--- src/rtl/mul_arbiter_if.sv ---
// rtl/mul_arbiter_if.sv - requester and multiplier signal bundle for mul_arbiter
// slave is the arbiter's view; master is the requester/multiplier side.
interface mul_arbiter_if #(
    parameter int DATA_BITS = 32,
    parameter int REQ_NUM   = 4
);
    logic [REQ_NUM-1:0]           req;
    logic [REQ_NUM-1:0]           req_sign;
    logic [REQ_NUM*DATA_BITS-1:0] req_a;
    logic [REQ_NUM*DATA_BITS-1:0] req_b;
    logic [REQ_NUM-1:0]           ack;
    logic [2*DATA_BITS-1:0]       result;
    logic                         err;
    logic                         busy;
    logic [2:0]                   grant_id;
    logic                         mul_en;
    logic                         mul_sign;
    logic [DATA_BITS-1:0]         mul_a;
    logic [DATA_BITS-1:0]         mul_b;
    logic                         mul_done;
    logic [2*DATA_BITS-1:0]       mul_product;

    modport slave (
        input  req, req_sign, req_a, req_b, mul_done, mul_product,
        output ack, result, err, busy, grant_id, mul_en, mul_sign, mul_a, mul_b
    );

    modport master (
        output req, req_sign, req_a, req_b, mul_done, mul_product,
        input  ack, result, err, busy, grant_id, mul_en, mul_sign, mul_a, mul_b
    );
endinterface

--- src/rtl/mul_arbiter.sv ---
// rtl/mul_arbiter.sv - round-robin arbiter sharing one multiplier among requesters
// One operation in flight; a watchdog turns a silent multiplier into an err reply.
module mul_arbiter #(
    parameter int DATA_BITS = 32,
    parameter int REQ_NUM   = 4,
    parameter int TIMEOUT   = 255
) (
    input logic          clk,
    input logic          rst,
    mul_arbiter_if.slave bus
);
    localparam int WD_W = (TIMEOUT < 2) ? 1 : $clog2(TIMEOUT + 1);

    typedef enum logic [1:0] {IDLE, ISSUE, WAIT, REPLY} state_t;

    state_t                 state_q;
    logic [REQ_NUM-1:0]     ack_q;
    logic [2*DATA_BITS-1:0] result_q;
    logic                   err_q;
    logic                   busy_q;
    logic                   mul_en_q;
    logic                   mul_sign_q;
    logic [DATA_BITS-1:0]   mul_a_q;
    logic [DATA_BITS-1:0]   mul_b_q;
    logic [2:0]             grant_id_q;
    logic [2:0]             last_grant_q;
    logic [WD_W-1:0]        wd_q;

    logic [7:0]             req_ext;
    logic [2:0]             idx;
    logic                   grant_vld_d;
    logic [2:0]             grant_d;
    logic                   sign_d;
    logic [DATA_BITS-1:0]   a_d;
    logic [DATA_BITS-1:0]   b_d;
    logic [WD_W-1:0]        wd_d;
    logic [REQ_NUM-1:0]     ack_d;

    // Scan from the farthest slot down to last_grant+1 so the nearest set bit wins.
    always_comb begin
        req_ext     = 8'(bus.req);
        idx         = 3'd0;
        grant_vld_d = 1'b0;
        grant_d     = 3'd0;
        for (int i = REQ_NUM; i >= 1; i--) begin
            idx = 3'((int'(last_grant_q) + i) % REQ_NUM);
            if (req_ext[idx]) begin
                grant_vld_d = 1'b1;
                grant_d     = idx;
            end
        end
    end

    always_comb begin
        sign_d = 1'b0;
        a_d    = '0;
        b_d    = '0;
        for (int j = 0; j < REQ_NUM; j++) begin
            if (grant_d == 3'(j)) begin
                sign_d = bus.req_sign[j];
                a_d    = bus.req_a[j*DATA_BITS +: DATA_BITS];
                b_d    = bus.req_b[j*DATA_BITS +: DATA_BITS];
            end
        end
    end

    assign wd_d  = wd_q + 1'b1;
    assign ack_d = {{(REQ_NUM-1){1'b0}}, 1'b1} << grant_id_q;

    always_ff @(posedge clk or posedge rst) begin
        if (rst) begin
            state_q      <= IDLE;
            ack_q        <= '0;
            result_q     <= '0;
            err_q        <= 1'b0;
            busy_q       <= 1'b0;
            mul_en_q     <= 1'b0;
            mul_sign_q   <= 1'b0;
            mul_a_q      <= '0;
            mul_b_q      <= '0;
            grant_id_q   <= 3'd0;
            last_grant_q <= 3'(REQ_NUM - 1);
            wd_q         <= '0;
        end else begin
            ack_q    <= '0;
            mul_en_q <= 1'b0;
            case (state_q)
                IDLE: begin
                    if (grant_vld_d) begin
                        grant_id_q <= grant_d;
                        mul_sign_q <= sign_d;
                        mul_a_q    <= a_d;
                        mul_b_q    <= b_d;
                        mul_en_q   <= 1'b1;
                        busy_q     <= 1'b1;
                        state_q    <= ISSUE;
                    end
                end
                ISSUE: begin
                    wd_q    <= '0;
                    state_q <= WAIT;
                end
                WAIT: begin
                    // A completion in the watchdog's final cycle still counts as success.
                    if (bus.mul_done) begin
                        result_q <= bus.mul_product;
                        err_q    <= 1'b0;
                        ack_q    <= ack_d;
                        state_q  <= REPLY;
                    end else begin
                        wd_q <= wd_d;
                        if (wd_d == WD_W'(TIMEOUT)) begin
                            result_q <= '0;
                            err_q    <= 1'b1;
                            ack_q    <= ack_d;
                            state_q  <= REPLY;
                        end
                    end
                end
                REPLY: begin
                    busy_q       <= 1'b0;
                    last_grant_q <= grant_id_q;
                    state_q      <= IDLE;
                end
                default: state_q <= IDLE;
            endcase
        end
    end

    assign bus.ack      = ack_q;
    assign bus.result   = result_q;
    assign bus.err      = err_q;
    assign bus.busy     = busy_q;
    assign bus.grant_id = grant_id_q;
    assign bus.mul_en   = mul_en_q;
    assign bus.mul_sign = mul_sign_q;
    assign bus.mul_a    = mul_a_q;
    assign bus.mul_b    = mul_b_q;
endmodule

--- src/flat_wrapper.sv ---
// flat-port wrapper written by rule: the top's interface ports become plain ports
module mul_arbiter_flat 
#(
    parameter int DATA_BITS = 32,
    parameter int REQ_NUM   = 4,
    parameter int TIMEOUT   = 255
)
  (clk, rst, bus_req, bus_req_sign, bus_req_a, bus_req_b, bus_mul_done, bus_mul_product, bus_ack, bus_result, bus_err, bus_busy, bus_grant_id, bus_mul_en, bus_mul_sign, bus_mul_a, bus_mul_b);
  mul_arbiter_if #(.DATA_BITS(DATA_BITS), .REQ_NUM(REQ_NUM)) bus_i ();
  input logic clk;
  input logic rst;
  input wire logic [$bits(bus_i.req)-1:0] bus_req;
  input wire logic [$bits(bus_i.req_sign)-1:0] bus_req_sign;
  input wire logic [$bits(bus_i.req_a)-1:0] bus_req_a;
  input wire logic [$bits(bus_i.req_b)-1:0] bus_req_b;
  input wire logic [$bits(bus_i.mul_done)-1:0] bus_mul_done;
  input wire logic [$bits(bus_i.mul_product)-1:0] bus_mul_product;
  output wire logic [$bits(bus_i.ack)-1:0] bus_ack;
  output wire logic [$bits(bus_i.result)-1:0] bus_result;
  output wire logic [$bits(bus_i.err)-1:0] bus_err;
  output wire logic [$bits(bus_i.busy)-1:0] bus_busy;
  output wire logic [$bits(bus_i.grant_id)-1:0] bus_grant_id;
  output wire logic [$bits(bus_i.mul_en)-1:0] bus_mul_en;
  output wire logic [$bits(bus_i.mul_sign)-1:0] bus_mul_sign;
  output wire logic [$bits(bus_i.mul_a)-1:0] bus_mul_a;
  output wire logic [$bits(bus_i.mul_b)-1:0] bus_mul_b;
  assign bus_i.req = bus_req;
  assign bus_i.req_sign = bus_req_sign;
  assign bus_i.req_a = bus_req_a;
  assign bus_i.req_b = bus_req_b;
  assign bus_i.mul_done = bus_mul_done;
  assign bus_i.mul_product = bus_mul_product;
  assign bus_ack = bus_i.ack;
  assign bus_result = bus_i.result;
  assign bus_err = bus_i.err;
  assign bus_busy = bus_i.busy;
  assign bus_grant_id = bus_i.grant_id;
  assign bus_mul_en = bus_i.mul_en;
  assign bus_mul_sign = bus_i.mul_sign;
  assign bus_mul_a = bus_i.mul_a;
  assign bus_mul_b = bus_i.mul_b;
  mul_arbiter #(.DATA_BITS(DATA_BITS), .REQ_NUM(REQ_NUM), .TIMEOUT(TIMEOUT)) u_core (.clk(clk), .rst(rst), .bus(bus_i));
endmodule
--- config.mk ---
export PLATFORM = sky130hd
export DESIGN_NAME = mul_arbiter_flat
export DESIGN_NICKNAME = d
export VERILOG_FILES = /design/src/rtl/mul_arbiter_if.sv /design/src/rtl/mul_arbiter.sv /design/src/flat_wrapper.sv
export SDC_FILE = /design/constraint.sdc
export NUM_CORES = 1
export LEC_CHECK = 0
export BUFFER_PORTS_ARGS = -buffer_cell sky130_fd_sc_hd__clkbuf_2
export CELL_PAD_IN_SITES_DETAIL_PLACEMENT = 1
export CELL_PAD_IN_SITES_GLOBAL_PLACEMENT = 2
export CORE_AREA = 4 4 183 185
export DETAILED_ROUTE_END_ITERATION = 7
export DIE_AREA = 0 0 187 189
export GPL_TIMING_DRIVEN = 0
export PLACE_DENSITY_LB_ADDON = 0.1
export SLEW_MARGIN = 30
export SYNTH_ARGS = -nofsm -noshare
export SYNTH_HDL_FRONTEND = slang
export SYNTH_SLANG_ARGS = --single-unit
--- constraint.sdc ---
create_clock -name clk -period 11.81 [get_ports clk]
set_input_delay 0.5905 -clock clk [delete_from_list [all_inputs] [get_ports clk]]
set_output_delay 0.5905 -clock clk [all_outputs]
set_load 0.05 [all_outputs]
* Word-level counts from Yosys, hierarchy flattened *
Index checks and enable logic that the tools add are counted.
W data, S select, Z words.

storage, ports and cells
  logic and storage cells = 95
  bits of input ports = 331
  bits in registers = 151
  output and inout bits = 139

operators by class
  equal/unequal tests = 10
  bitwise logic cells = 4
  shifts and indexed selects = 1
  order comparisons = 4
  mux-type cells = 45
  reductions and logical operators = 14
  add/subtract/negate cells = 5

operator list
  kind                   number
  $mux W32               8
  $mux W64               2
  $mux W1                17
  $lt A3 B4 Y1 const B   4
  $pmux W8 S2            1
  $bmux W1 S3            4
  $mux W3                4
  $mux W4                3
  $reduce_and A2 Y1      5
  $add A8 B1 Y8 const B  1
  $eq A8 B8 Y1 const B   1
  $mux W8                1
  $pmux W2 S4            1
  $reduce_or A2 Y1       4
  $eq A3 B2 Y1 const B   2
  $mux W2                3
  $reduce_bool A2 Y1     3
  $add A2 B1 Y2 const B  2
  $add A2 B2 Y2 const B  2
  $and A1 B1 Y1 const A  4
  $eq A2 B2 Y1 const B   2
  $shl A1 B3 Y4 const A  1
  $eq A3 B1 Y1 const B   1
  $logic_not A3 Y1       1
  other kinds (6)        6

* Logic depth before layout (Yosys ltp) *
Gate-level depths: netlist of the first run.

  depth in word-level cells = 14
  depth in mapped cells = 8
  depth with buffers taken out = 6

* Least setup slack after synthesis of the first run *
OpenSTA, ideal clock, no wires.

  path kind = input -> register
  start = input bus_req[0]
  end = register u_core.mul_a_q[0], in the netlist u_core.bus.mul_a[0]
  library setup time = 0.142 ns
  arrival time = 1.766 ns
  stages = 6
  path buffers = 2
  data required time = 11.668 ns
  slack = 9.902 ns
  cell sequence = nor4_1 > nand2b_1 > or2_2 > buf_4 > clkbuf_1 > o221ai_1

between the ends
  word-level cells in the longest chain between the ends = 11
  elaborated cells on any way between the ends = 25
  those cells by class = eq/ne: 3; mux: 20; reduce/logical: 2

ends and longest elaborated chain
  what                           line                RTL
  start: declaration             flat_wrapper.sv:12  input wire logic [$bits(bus_i.req)-1:0] bus_req;
  $bmux W1 S3                    mul_arbiter.sv:47   if (req_ext[idx]) begin
  $mux W1 (not written as such)  mul_arbiter.sv:47
  $mux W3 (4 in a row)           mul_arbiter.sv:47
  $logic_not A3 Y1               mul_arbiter.sv:59   if (grant_d == 3'(j)) begin
  $mux W32 (4 in a row)          mul_arbiter.sv:59
  end signal: assignment         mul_arbiter.sv:79   mul_a_q <= '0;
  end signal: assignment         mul_arbiter.sv:92   mul_a_q <= a_d;
  end: declaration               mul_arbiter.sv:23   logic [DATA_BITS-1:0] mul_a_q;

Several ways; a longest one is shown, not always the timed one. The select of a mux whose other input is x is not followed.
A chain may end at the register's enable or synchronous reset.

* Worst setup path after layout of the first run *
  start = register u_core.last_grant_q[1]
  end = register u_core.mul_b_q[29], in the netlist u_core.bus.mul_b[29]

between the ends
  word-level cells in the longest chain between the ends = 14
  elaborated cells on any way between the ends = 37
  those cells by class = add/sub: 4; eq/ne: 3; mux: 20; bitwise: 4; reduce/logical: 6

ends and longest elaborated chain
  what                           line                RTL
  start: declaration             mul_arbiter.sv:26   logic [2:0] last_grant_q;
  start signal: assignment       mul_arbiter.sv:82   last_grant_q <= 3'(REQ_NUM - 1);
  start signal: assignment       mul_arbiter.sv:122  last_grant_q <= grant_id_q;
  $add A2 B1 Y2                  mul_arbiter.sv:46   idx = 3'((int'(last_grant_q) + i) % REQ_NUM);
  $reduce_or A2 Y1 (no line)     --
  $and A1 B1 Y1 (no line)        --
  $bmux W1 S3                    mul_arbiter.sv:47
  $mux W1 (not written as such)  mul_arbiter.sv:47
  $mux W3 (4 in a row)           mul_arbiter.sv:47
  $logic_not A3 Y1               mul_arbiter.sv:59
  $mux W32 (4 in a row)          mul_arbiter.sv:59
  end signal: assignment         mul_arbiter.sv:80   mul_b_q <= '0;
  end signal: assignment         mul_arbiter.sv:93   mul_b_q <= b_d;
  end: declaration               mul_arbiter.sv:24   logic [DATA_BITS-1:0] mul_b_q;

Several ways; a longest one is shown, not always the timed one. The select of a mux whose other input is x is not followed.

==> results.toml, run 1 <==
[outcome]
outcome = "completed"

[power_and_ir_drop]
seq_power_share = 0.263
p_leak_nw = 5.95
clkPwrFrac = 0.172
ir_worst_vdd_mv = 0.160
powerDensity_nw_per_um2 = 315
p_total_mw = 3.40
p_int_mw = 1.65
switching_share = 0.516
combPwrFrac = 0.565
p_sw_mw = 1.76

[clock_network]
path_clk_slew_ns = 0.07
cts_hold_buf = 0
cts_buffer_depth = 2
cts.repair.resized = 0
cts.sinks = 150
cts-root-buf = "clkbuf_16"
cts_setup_buffers = 0
cts_tree = "done"
cts_htree_levels = 4
cts_buffers = 17
worstSkewPairLatency_ns = 0.43

[route]
wl_per_cell_um = 21.4
detail-route-antenna-nets = 0
wl_met2_mm = 16.3
wl_met3_mm = 2.50
drt_iter0_drc = 228
vias = 7004
drt_pass1_iterations = 4
wl_met1_mm = 13.2
routed_wl_mm = 32.5
drc = 0
routed.top_layer = "met4"
avgViaCountPerCell = 4.60

[sta]
rsz0062_at_grt = "false"
setup_tns_ns = 0
relSlewSlack = 0.615
worstMarginPinSlew_ns = 0.578
post-route-period-util = 0.207
finClkSkew_ns = 0.0115
slew_viol_final = 0
hold_slack_ns = 0.211
finalSetupViolCount = 0
max_freq_ghz = 0.409
fin_crit_ns = 2.44
hold_viol = 0

[logic_synthesis]
synth_ff_type = "dfrtp_1"
synth_top_cell_by_area = "dfrtp_1"
synth_cell_types = 37
synth_commonest_cells = "148 x dfrtp_1, 132 x mux2i_1, 76 x nand2_1"
synth_adder_area_share = 0.0120
syn_inst = 614
syn_nets = 952
synth_top_area_frac = 0.508
ys_async_sr_fraction = 1.00
ys_warn_count = 0
ys_seq_area_frac = 0.515
synth_top_family_by_area = "multiplexers"
syn_area_per_cell_um2 = 11.9
post_synth_mux_area_share = 0.184
yosysMostFrequentCell = "dfrtp_1"
synth_seq_cells = 150
synth.area.top_cells = "dfrtp_1 51%, mux2i_1 18%, o221ai_1 7.8%"
synth_compound_area_frac = 0.178
synth_area_um2 = 7290
yosys.area_share.simple = 0.0608
synthXorXnorAreaFrac = 0.00361
synth_edf_count = 0

[setup_path]
crit_arrival_ns = 2.71
reg2reg_from = "u_core.last_grant_q[1]"
path_class = "flop to flop"
end_kind = "flop"
start_kind = "flop"
cp_max_fo = 10
required_ns = 12.08
cp-startpoint = "u_core.last_grant_q[1]"

[floorplan]
initial_utilization = 0.227
ios = 470
core_area_um2 = 32000
die_w_um = 187
dieArea_um2 = 35300
rows = 66
die_h_um = 189

[place]
place_hpwl_mm = 26.2
io_buffers = 468
gp_congestion = 0.767

[global_routing]
antenna_found_initial = 1
grt_pass1_vias = 7716
grt_usage = 0.179
grt_pass1_wl_mm = 48.7
overflow = 0
grt_max_degree = 80

[cells_and_area]
layout.nets = 1440
drive_gt1_frac = 0.482
synthToLayoutAreaGrowth_pct = 48.0

[flow_run]
max-cap-violations = 0

[worst_hold_path]
hold_path_class = "input pin to async pin"
power by group through the flow:
stage	registers, mW	logic (mW)	clock network [mW]
after global routing	0.926	2.05	0.626
final	0.896	1.92	0.585
after detailed placement	0.898	1.96	0
after CTS	0.898	1.96	0.602
after floorplan	1.64	0.644	0
after global placement	0.897	1.95	0
routing by layer:
metal / vias to the layer above / track usage
li1: 3294 / -
met1: 3394 / 0.210
met2: 292 / 0.315
met3: 24 / 0.0649
met4: 0 / 0.0435
met5: - / 0
critical path: stages (launching register included):
cell	delay, ns
dfstp_2	0.60
nand2b_1	0.13
a21oi_1	0.09
o221ai_2	0.37
buf_4	0.34
buf_6	0.22
mux2i_1	0.36
o221ai_1	0.18
placed cells by master, fill, tap and decap left out, types with 6 or more instances in the layout:
| cell | count |
|---|---|
| a22o_1 | 64 |
| buf_2 | 14 |
| buf_6 | 10 |
| clkbuf_1 | 25 |
| clkbuf_16 | 17 |
| clkbuf_2 | 468 |
| dfrtp_1 | 148 |
| ha_1 | 7 |
| inv_1 | 8 |
| mux2i_1 | 132 |
| nand2_1 | 76 |
| nor2_1 | 6 |
| o21ai_0 | 14 |
| o221ai_1 | 65 |
cell type report:
cell class	instances	area, µm²
fillers	3723	21300
well taps	408	510
repair buffers	469	2370
inverters	9	41.3
plain buffers	52	299
diodes	1	2.50
clock inverters	13	181
flip-flops and latches	150	3760
multi-input cells	403	3200
clock buffers	17	425
worst paths after layout:
path                                           to  slack [ns]  cells past startpoint
setup reg to reg             u_core.bus.mul_b[29]        9.37                      7
min in group clk            u_core.bus.result[29]        0.39                      2
hold / removal              u_core.bus.result[11]        0.21                      2
hold reg to reg              u_core.bus.mul_a[28]        0.48                      2
max in group asynchronous  u_core.last_grant_q[1]       10.72                      3
setup / recovery             u_core.bus.mul_b[29]        9.37                      7
flip-flops by register name (all words and copies together) (netlist names):
name                 flops
u_core.wd_q              8
u_core.bus.mul_b        32
u_core.bus.err           1
u_core.bus.busy          1
u_core.last_grant_q      2
u_core.bus.result       64
u_core.bus.grant_id      2
u_core.bus.mul_en        1
u_core.bus.mul_sign      1
u_core.bus.mul_a        32
u_core.state_q           2
u_core.bus.ack           4
through the flow:
| stage | cell area (µm²) | utilization | cells | worst slack [ns] |
|---|---|---|---|---|
| after floorplan | 7290 | - | 614 | 7.19 |
| after global placement | 10100 | 0.317 | 1490 | 4.77 |
| after detailed placement | 10200 | 0.318 | 1491 | 9.12 |
| after CTS | 10800 | 0.337 | 1521 | 9.32 |
| after global routing | 10800 | 0.337 | 1522 | 9.21 |
| final | 10800 | 0.337 | 1522 | 9.37 |
cells by family (layout without fill, tap and decap cells):
| logic type | Yosys count | in the layout |
|---|---|---|
| flip-flops | 150 | 150 |
| other | 1 | 2 |
| adder cells (fa/ha/maj) | 7 | 7 |
| AO/OA/AOI/OAI | 155 | 155 |
| AND/OR/NAND/NOR | 103 | 103 |
| multiplexers | 134 | 134 |
| buffers and inverters | 61 | 560 |
| XOR/XNOR | 3 | 3 |
Note: power is estimated with default switching activity, not from simulation.
==> run 2: changes to the inputs <==
--- a/config.mk
+++ b/config.mk
@@ -5,12 +5,13 @@
 export SDC_FILE = /design/constraint.sdc
 export NUM_CORES = 1
 export LEC_CHECK = 0
+export ABC_AREA = 1
 export BUFFER_PORTS_ARGS = -buffer_cell sky130_fd_sc_hd__clkbuf_2
 export CELL_PAD_IN_SITES_DETAIL_PLACEMENT = 1
 export CELL_PAD_IN_SITES_GLOBAL_PLACEMENT = 2
-export CORE_AREA = 4 4 183 185
+export CORE_MARGIN = 4
+export CORE_UTILIZATION = 23
 export DETAILED_ROUTE_END_ITERATION = 7
-export DIE_AREA = 0 0 187 189
 export GPL_TIMING_DRIVEN = 0
 export PLACE_DENSITY_LB_ADDON = 0.1
 export SLEW_MARGIN = 30
==> constraint.sdc (replaced) <==
create_clock -name clk -period 2.4 [get_ports clk]
set_input_delay 0.12 -clock clk [delete_from_list [all_inputs] [get_ports clk]]
set_output_delay 0.12 -clock clk [all_outputs]
set_load 0.05 [all_outputs]
==> results.toml, run 2 <==
[global_routing]
gr-usage-met2 = 0.395
grt_pass1_vias = 10970
busiest_layer = "met2"
use_met1 = 0.272
overflow = 0
antenna_found_initial = 9
grt_usage = 0.227
met3_usage = 0.0667
grt_max_degree = 27
grt_pass1_wl_mm = 67.3

[cells_and_area]
largest_reg_flops = 64
fin_util = 0.380
synthToLayoutAreaGrowth_pct = 61.7
drive_gt1_frac = 0.350
layout.nets = 2061
final_cell_mix = "484 x clkbuf_2, 438 x nand2_1, 204 x nand3_1"
instances_no_fill = 2196
final_common_cell = "clkbuf_2"

[logic_synthesis]
synth_commonest_cells = "445 x nand2_1, 204 x nand3_1, 148 x dfrtp_1"
synth_cell_types = 30
synth_ff_type = "dfrtp_1"
ys_async_sr_fraction = 1.00
ys_seq_area_frac = 0.459
syn_nets = 1444
syn_area_per_cell_um2 = 7.39
synth_area_um2 = 8180
synth_top_area_frac = 0.453
synth.area.top_cells = "dfrtp_1 45%, nand2_1 20%, nand3_1 12%"
ys_warn_count = 0
syn_inst = 1106
yosysMostFrequentCell = "nand2_1"
synth_top_cell_by_area = "dfrtp_1"
synth_seq_cells = 150
synth_edf_count = 0

[sta]
post-route-period-util = 0.933
worst_slack_ns = 0.160
fin_crit_ns = 2.24
rsz0062_at_grt = "true"
slew_viol_final = 0
finClkSkew_ns = 0.00882
hold_viol = 0
relSlewSlack = 0.505
worstMarginPinSlew_ns = 0.742
finalSetupViolCount = 0
max_freq_ghz = 0.446

[setup_path]
cp_max_fo = 10
end_kind = "flop"
required_ns = 2.73
path_class = "flop to flop"
start_kind = "flop"
r2r_cells = 15
crit_arrival_ns = 2.57
slowest_stage = "dfstp_2"
crit_top_cell = "nand2_1"
critPathMaxStageDelay_ns = 0.59
path_cells = "buf_6 > nand2_1 > nand2_2 > nand2_1 > nand2_1 > nand2_2 > nand2_1 > nand2_2 > buf_4 > buf_6 > buf_4 > nand4_1 > nand4_1 > nand2_1 > nand2_1"

[floorplan]
initial_utilization = 0.235
die_h_um = 197
ios = 470
rows = 68
dieArea_um2 = 38600
die_w_um = 197
core_area_um2 = 34800

[power_and_ir_drop]
ir_worst_vdd_mv = 0.706
powerDensity_nw_per_um2 = 1750
p_leak_nw = 7.14

[route]
detail-route-antenna-nets = 0
drt_iter0_drc = 421
avgViaCountPerCell = 4.68
vias = 10277
wl_per_cell_um = 20.6
routed_wl_mm = 45.2
drt_pass1_iterations = 5
drc = 0

[worst_hold_path]
holdPathStages = 5
hold_path_class = "input pin to flop"

[outcome]
outcome = "completed"

[clock_network]
path_clk_slew_ns = 0.07
cts_buffer_depth = 2
cts_htree_levels = 4
cts.sinks = 150
worstSkewPairLatency_ns = 0.44
cts-root-buf = "clkbuf_16"
cts_buffers = 17
cts_tree = "done"

[place]
place_inst = 2036
gp_congestion = 0.871
place_hpwl_mm = 35.4
io_buffers = 468
dpl_worst_slack_ns = -0.0141

[flow_run]
max-cap-violations = 0
run 2: cell count changes after synthesis, sizes merged, moves of 4 or more:
| cell | previous run | this run |
|---|---|---|
| a22o | 64 | 0 |
| o221ai | 66 | 0 |
| inv | 9 | 31 |
| nand3 | 4 | 205 |
| nand4 | 1 | 132 |
| nand2 | 76 | 448 |
| nand2b | 4 | 0 |
| buf | 27 | 63 |
| clkbuf | 25 | 30 |
| mux2i | 132 | 0 |
| nor2 | 6 | 13 |
| o21ai | 15 | 10 |
run 2: what timing repair did:
action | in CTS | in global routing
resized for setup | 4 | 99
setup endpoints to repair | 13 | 69
hold endpoints to repair | 180 | 0
buffers inserted | 0 | 5
gates cloned | 0 | 2
hold buffers | 116 | 0
pin swaps | 0 | 6
run 2: worst paths after layout:
kind	slack, ns	from	to
max in group asynchronous	1.42	rst	u_core.bus.mul_a[25]
min in group asynchronous	0.19	rst	u_core.bus.result[46]
worst min-delay path	0.02	bus_req_b[1]	u_core.bus.mul_b[1]
worst max-delay path	0.16	u_core.last_grant_q[0]	u_core.bus.mul_a[24]
worst min register to register	0.48	u_core.bus.mul_a[24]	u_core.bus.mul_a[24]
worst max register to register	0.16	u_core.last_grant_q[0]	u_core.bus.mul_a[24]
run 2: worst max-delay path: cells and delay by family, from the launching register on:
kind | cells | cell delay, ns
and+or+nand+nor | 11 | 0.90
DFF | 1 | 0.59
buffers and inverters | 4 | 0.62
run 2: per-layer routing:
layer / share of wire / wire length, µm
met5: 0.0013 / 58
met4: 0.025 / 1150
met3: 0.082 / 3690
met1: 0.40 / 18100
met2: 0.49 / 22200
run 2: cells by family after synthesis:
kind of cell	synth area share
other cells	0.000459
buf+inv	0.0692
compound gates	0.0152
xor+xnor	0.00321
simple gates	0.442
flops	0.459
fa+ha+maj	0.0107
run 2: area by class of cell:
class	count	area, µm²
multi-input combinational	832	3880
fill	4400	21600
clock inverter	15	145
timing repair buffer	598	3720
buffer	93	592
tap	455	569
clock buffer	17	425
antenna	5	12.5
inverter	31	123
sequential	150	3760
run 2: power by group:
group | switching, mW | internal, mW | leakage [nW] | total (mW)
Clock | 1.23 | 1.45 | 0.277 | 2.68
Combinational | 11.5 | 4.55 | 4.97 | 16.0
Sequential | 0.674 | 3.68 | 1.89 | 4.36
Total | 13.4 | 9.68 | 7.14 | 23.1
run 2: stage by stage:
stage               hold slack (ns)  total power, mW  instance area [µm²]  setup TNS [ns]
floorplan                     0.237             14.7                 8180               0
finish                       0.0195             23.1                13200               0
global placement              0.321             19.6                11100         -142.79
global route                 0.0160             24.9                13200               0
detailed placement            0.106             19.7                11300         -0.0221
CTS                         0.00142             22.7                13000               0
==> run 3: changes to the inputs <==
--- a/config.mk
+++ b/config.mk
@@ -5,16 +5,16 @@
 export SDC_FILE = /design/constraint.sdc
 export NUM_CORES = 1
 export LEC_CHECK = 0
-export ABC_AREA = 1
+export ABC_AREA = 0
 export BUFFER_PORTS_ARGS = -buffer_cell sky130_fd_sc_hd__clkbuf_2
 export CELL_PAD_IN_SITES_DETAIL_PLACEMENT = 1
 export CELL_PAD_IN_SITES_GLOBAL_PLACEMENT = 2
 export CORE_MARGIN = 4
-export CORE_UTILIZATION = 23
+export CORE_UTILIZATION = 24
 export DETAILED_ROUTE_END_ITERATION = 7
 export GPL_TIMING_DRIVEN = 0
 export PLACE_DENSITY_LB_ADDON = 0.1
-export SLEW_MARGIN = 30
+export SLEW_MARGIN = 20
 export SYNTH_ARGS = -nofsm -noshare
 export SYNTH_HDL_FRONTEND = slang
 export SYNTH_SLANG_ARGS = --single-unit
==> results.toml, run 3 (same netlist as run 1, synthesis figures left out) <==
[route]
routed_wl_mm = 33.3
avgViaCountPerCell = 4.65
drc = 0
vias = 7329
routed.top_layer = "met4"
detail-route-antenna-nets = 0
wl_met1_mm = 13.1
wl_per_cell_um = 21.1
drt_iter0_drc = 244
wl_met3_mm = 2.39
drt_pass1_iterations = 4
wl_met2_mm = 17.3

[flow_run]
max-cap-violations = 0

[sta]
worstMarginPinSlew_ns = 0.554
finalSetupViolCount = 0
worst_slack_ns = 0.154
fin_crit_ns = 2.25
post-route-period-util = 0.936
relSlewSlack = 0.631
finClkSkew_ns = 0.0184
rsz0062_at_grt = "false"
setup_tns_ns = 0
slew_viol_final = 0
hold_slack_ns = 0.0219
hold_viol = 0
max_freq_ghz = 0.445

[clock_network]
cts-root-buf = "clkbuf_16"
cts_buffers = 17
cts.sinks = 150
worstSkewPairLatency_ns = 0.43
cts_tree = "done"
cts_htree_levels = 4
path_clk_slew_ns = 0.08
cts_buffer_depth = 2

[global_routing]
antenna_found_initial = 1
grt_usage = 0.194
overflow = 0
grt_max_degree = 31
grt_pass1_wl_mm = 50.0
grt_pass1_vias = 8213

[power_and_ir_drop]
p_leak_nw = 6.27
clkPwrFrac = 0.163
p_sw_mw = 8.88
powerDensity_nw_per_um2 = 1460
ir_worst_vdd_mv = 0.746
seq_power_share = 0.264
combPwrFrac = 0.573
p_int_mw = 7.87
switching_share = 0.530

[floorplan]
rows = 63
core_area_um2 = 29800
die_w_um = 182
initial_utilization = 0.245
dieArea_um2 = 33200
ios = 470
die_h_um = 182

[worst_hold_path]
hold_path_end = "u_core.bus.mul_b[24]"
hold_path_class = "input pin to flop"
holdPathStages = 3
min_from = "bus_req_b[88]"

[place]
gp_congestion = 0.779
dpl_cell_area_um2 = 10200
io_buffers = 468
dpl_worst_slack_ns = -0.0638
place_hpwl_mm = 26.8

[cells_and_area]
largest_reg_flops = 64
design_area_um2 = 11500
fin_util = 0.386
drive_gt1_frac = 0.464
n_fill_cell = 3517
final_cell_mix = "475 x clkbuf_2, 148 x dfrtp_1, 131 x mux2i_1"
layout.nets = 1510
final_common_cell = "clkbuf_2"
synthToLayoutAreaGrowth_pct = 57.8

[setup_path]
end_kind = "flop"
required_ns = 2.67
path_class = "flop to flop"
r2r_cells = 7
start_kind = "flop"
cp_max_fo = 10
crit_arrival_ns = 2.52
worst_r2r_endpoint = "u_core.bus.mul_b[28]"
reg2reg_from = "u_core.last_grant_q[1]"
reg2reg_slack_ns = 0.15

[outcome]
outcome = "completed"
-- run 3: area by class of cell --
class	count	area, µm²	share of cell area
Sequential cell	150	3760	0.327
Multi-Input combinational cell	403	3210	0.279
Timing Repair Buffer	539	3110	0.270
Tap cell	390	488	0.0424
Clock buffer	17	425	0.0370
Buffer	52	312	0.0271
Clock inverter	15	155	0.0135
Inverter	9	37.5	0.00326
Antenna cell	1	2.50	0.000218
-- run 3: per-stage QoR --
stage                     total power, mW  instances
after global routing                 17.7       1576
after CTS                            17.0       1575
after floorplan                      11.2        614
final                                16.8       1576
after detailed placement             14.1       1477
after global placement               14.0       1472
-- run 3: layer usage --
layer,GRT usage,up-vias
met3,0.0540,24
met1,0.227,3582
met5,0,-
met2,0.353,285
met4,0.0408,0
li1,-,3438
-- run 3: how the worst max path moves through the flow --
stage,start,endpoint,slack [ns],depth (start not counted)
global placement,rst,u_core.bus.mul_a[25],-0.88,2
finish,u_core.last_grant_q[1],u_core.bus.mul_b[28],0.15,7
floorplan,rst,u_core.bus.ack[0],0.39,1
CTS,u_core.state_q[0],u_core.bus.result[9],0.02,7
detailed placement,u_core.last_grant_q[1],u_core.bus.mul_b[28],-0.06,7
global route,u_core.last_grant_q[1],u_core.bus.mul_b[28],0.03,7
-- run 3: critical path, stage by stage (launching register included) --
cell and delay (ns):
dfstp_2 0.59, nand2b_1 0.12, a21oi_1 0.09, o221ai_4 0.33, buf_6 0.25, buf_6 0.21, mux2i_2 0.33, o221ai_1 0.17
-- run 3: power groups by stage --
stage,sequential (mW),clock [mW],combinational (mW)
after floorplan,8.08,0,3.17
after global placement,4.42,0,9.58
after detailed placement,4.43,0,9.66
after CTS,4.43,2.81,9.76
after global routing,4.59,2.92,10.2
final,4.43,2.72,9.60
-- run 3: repair_timing --
action | in CTS | in global routing
endpoints found under the hold margin | 87 | 0
setup buffers | 0 | 0
hold buffers | 66 | 0
resized for setup | 4 | 11
endpoints found under the setup margin | 19 | 36
pin swaps | 0 | 0
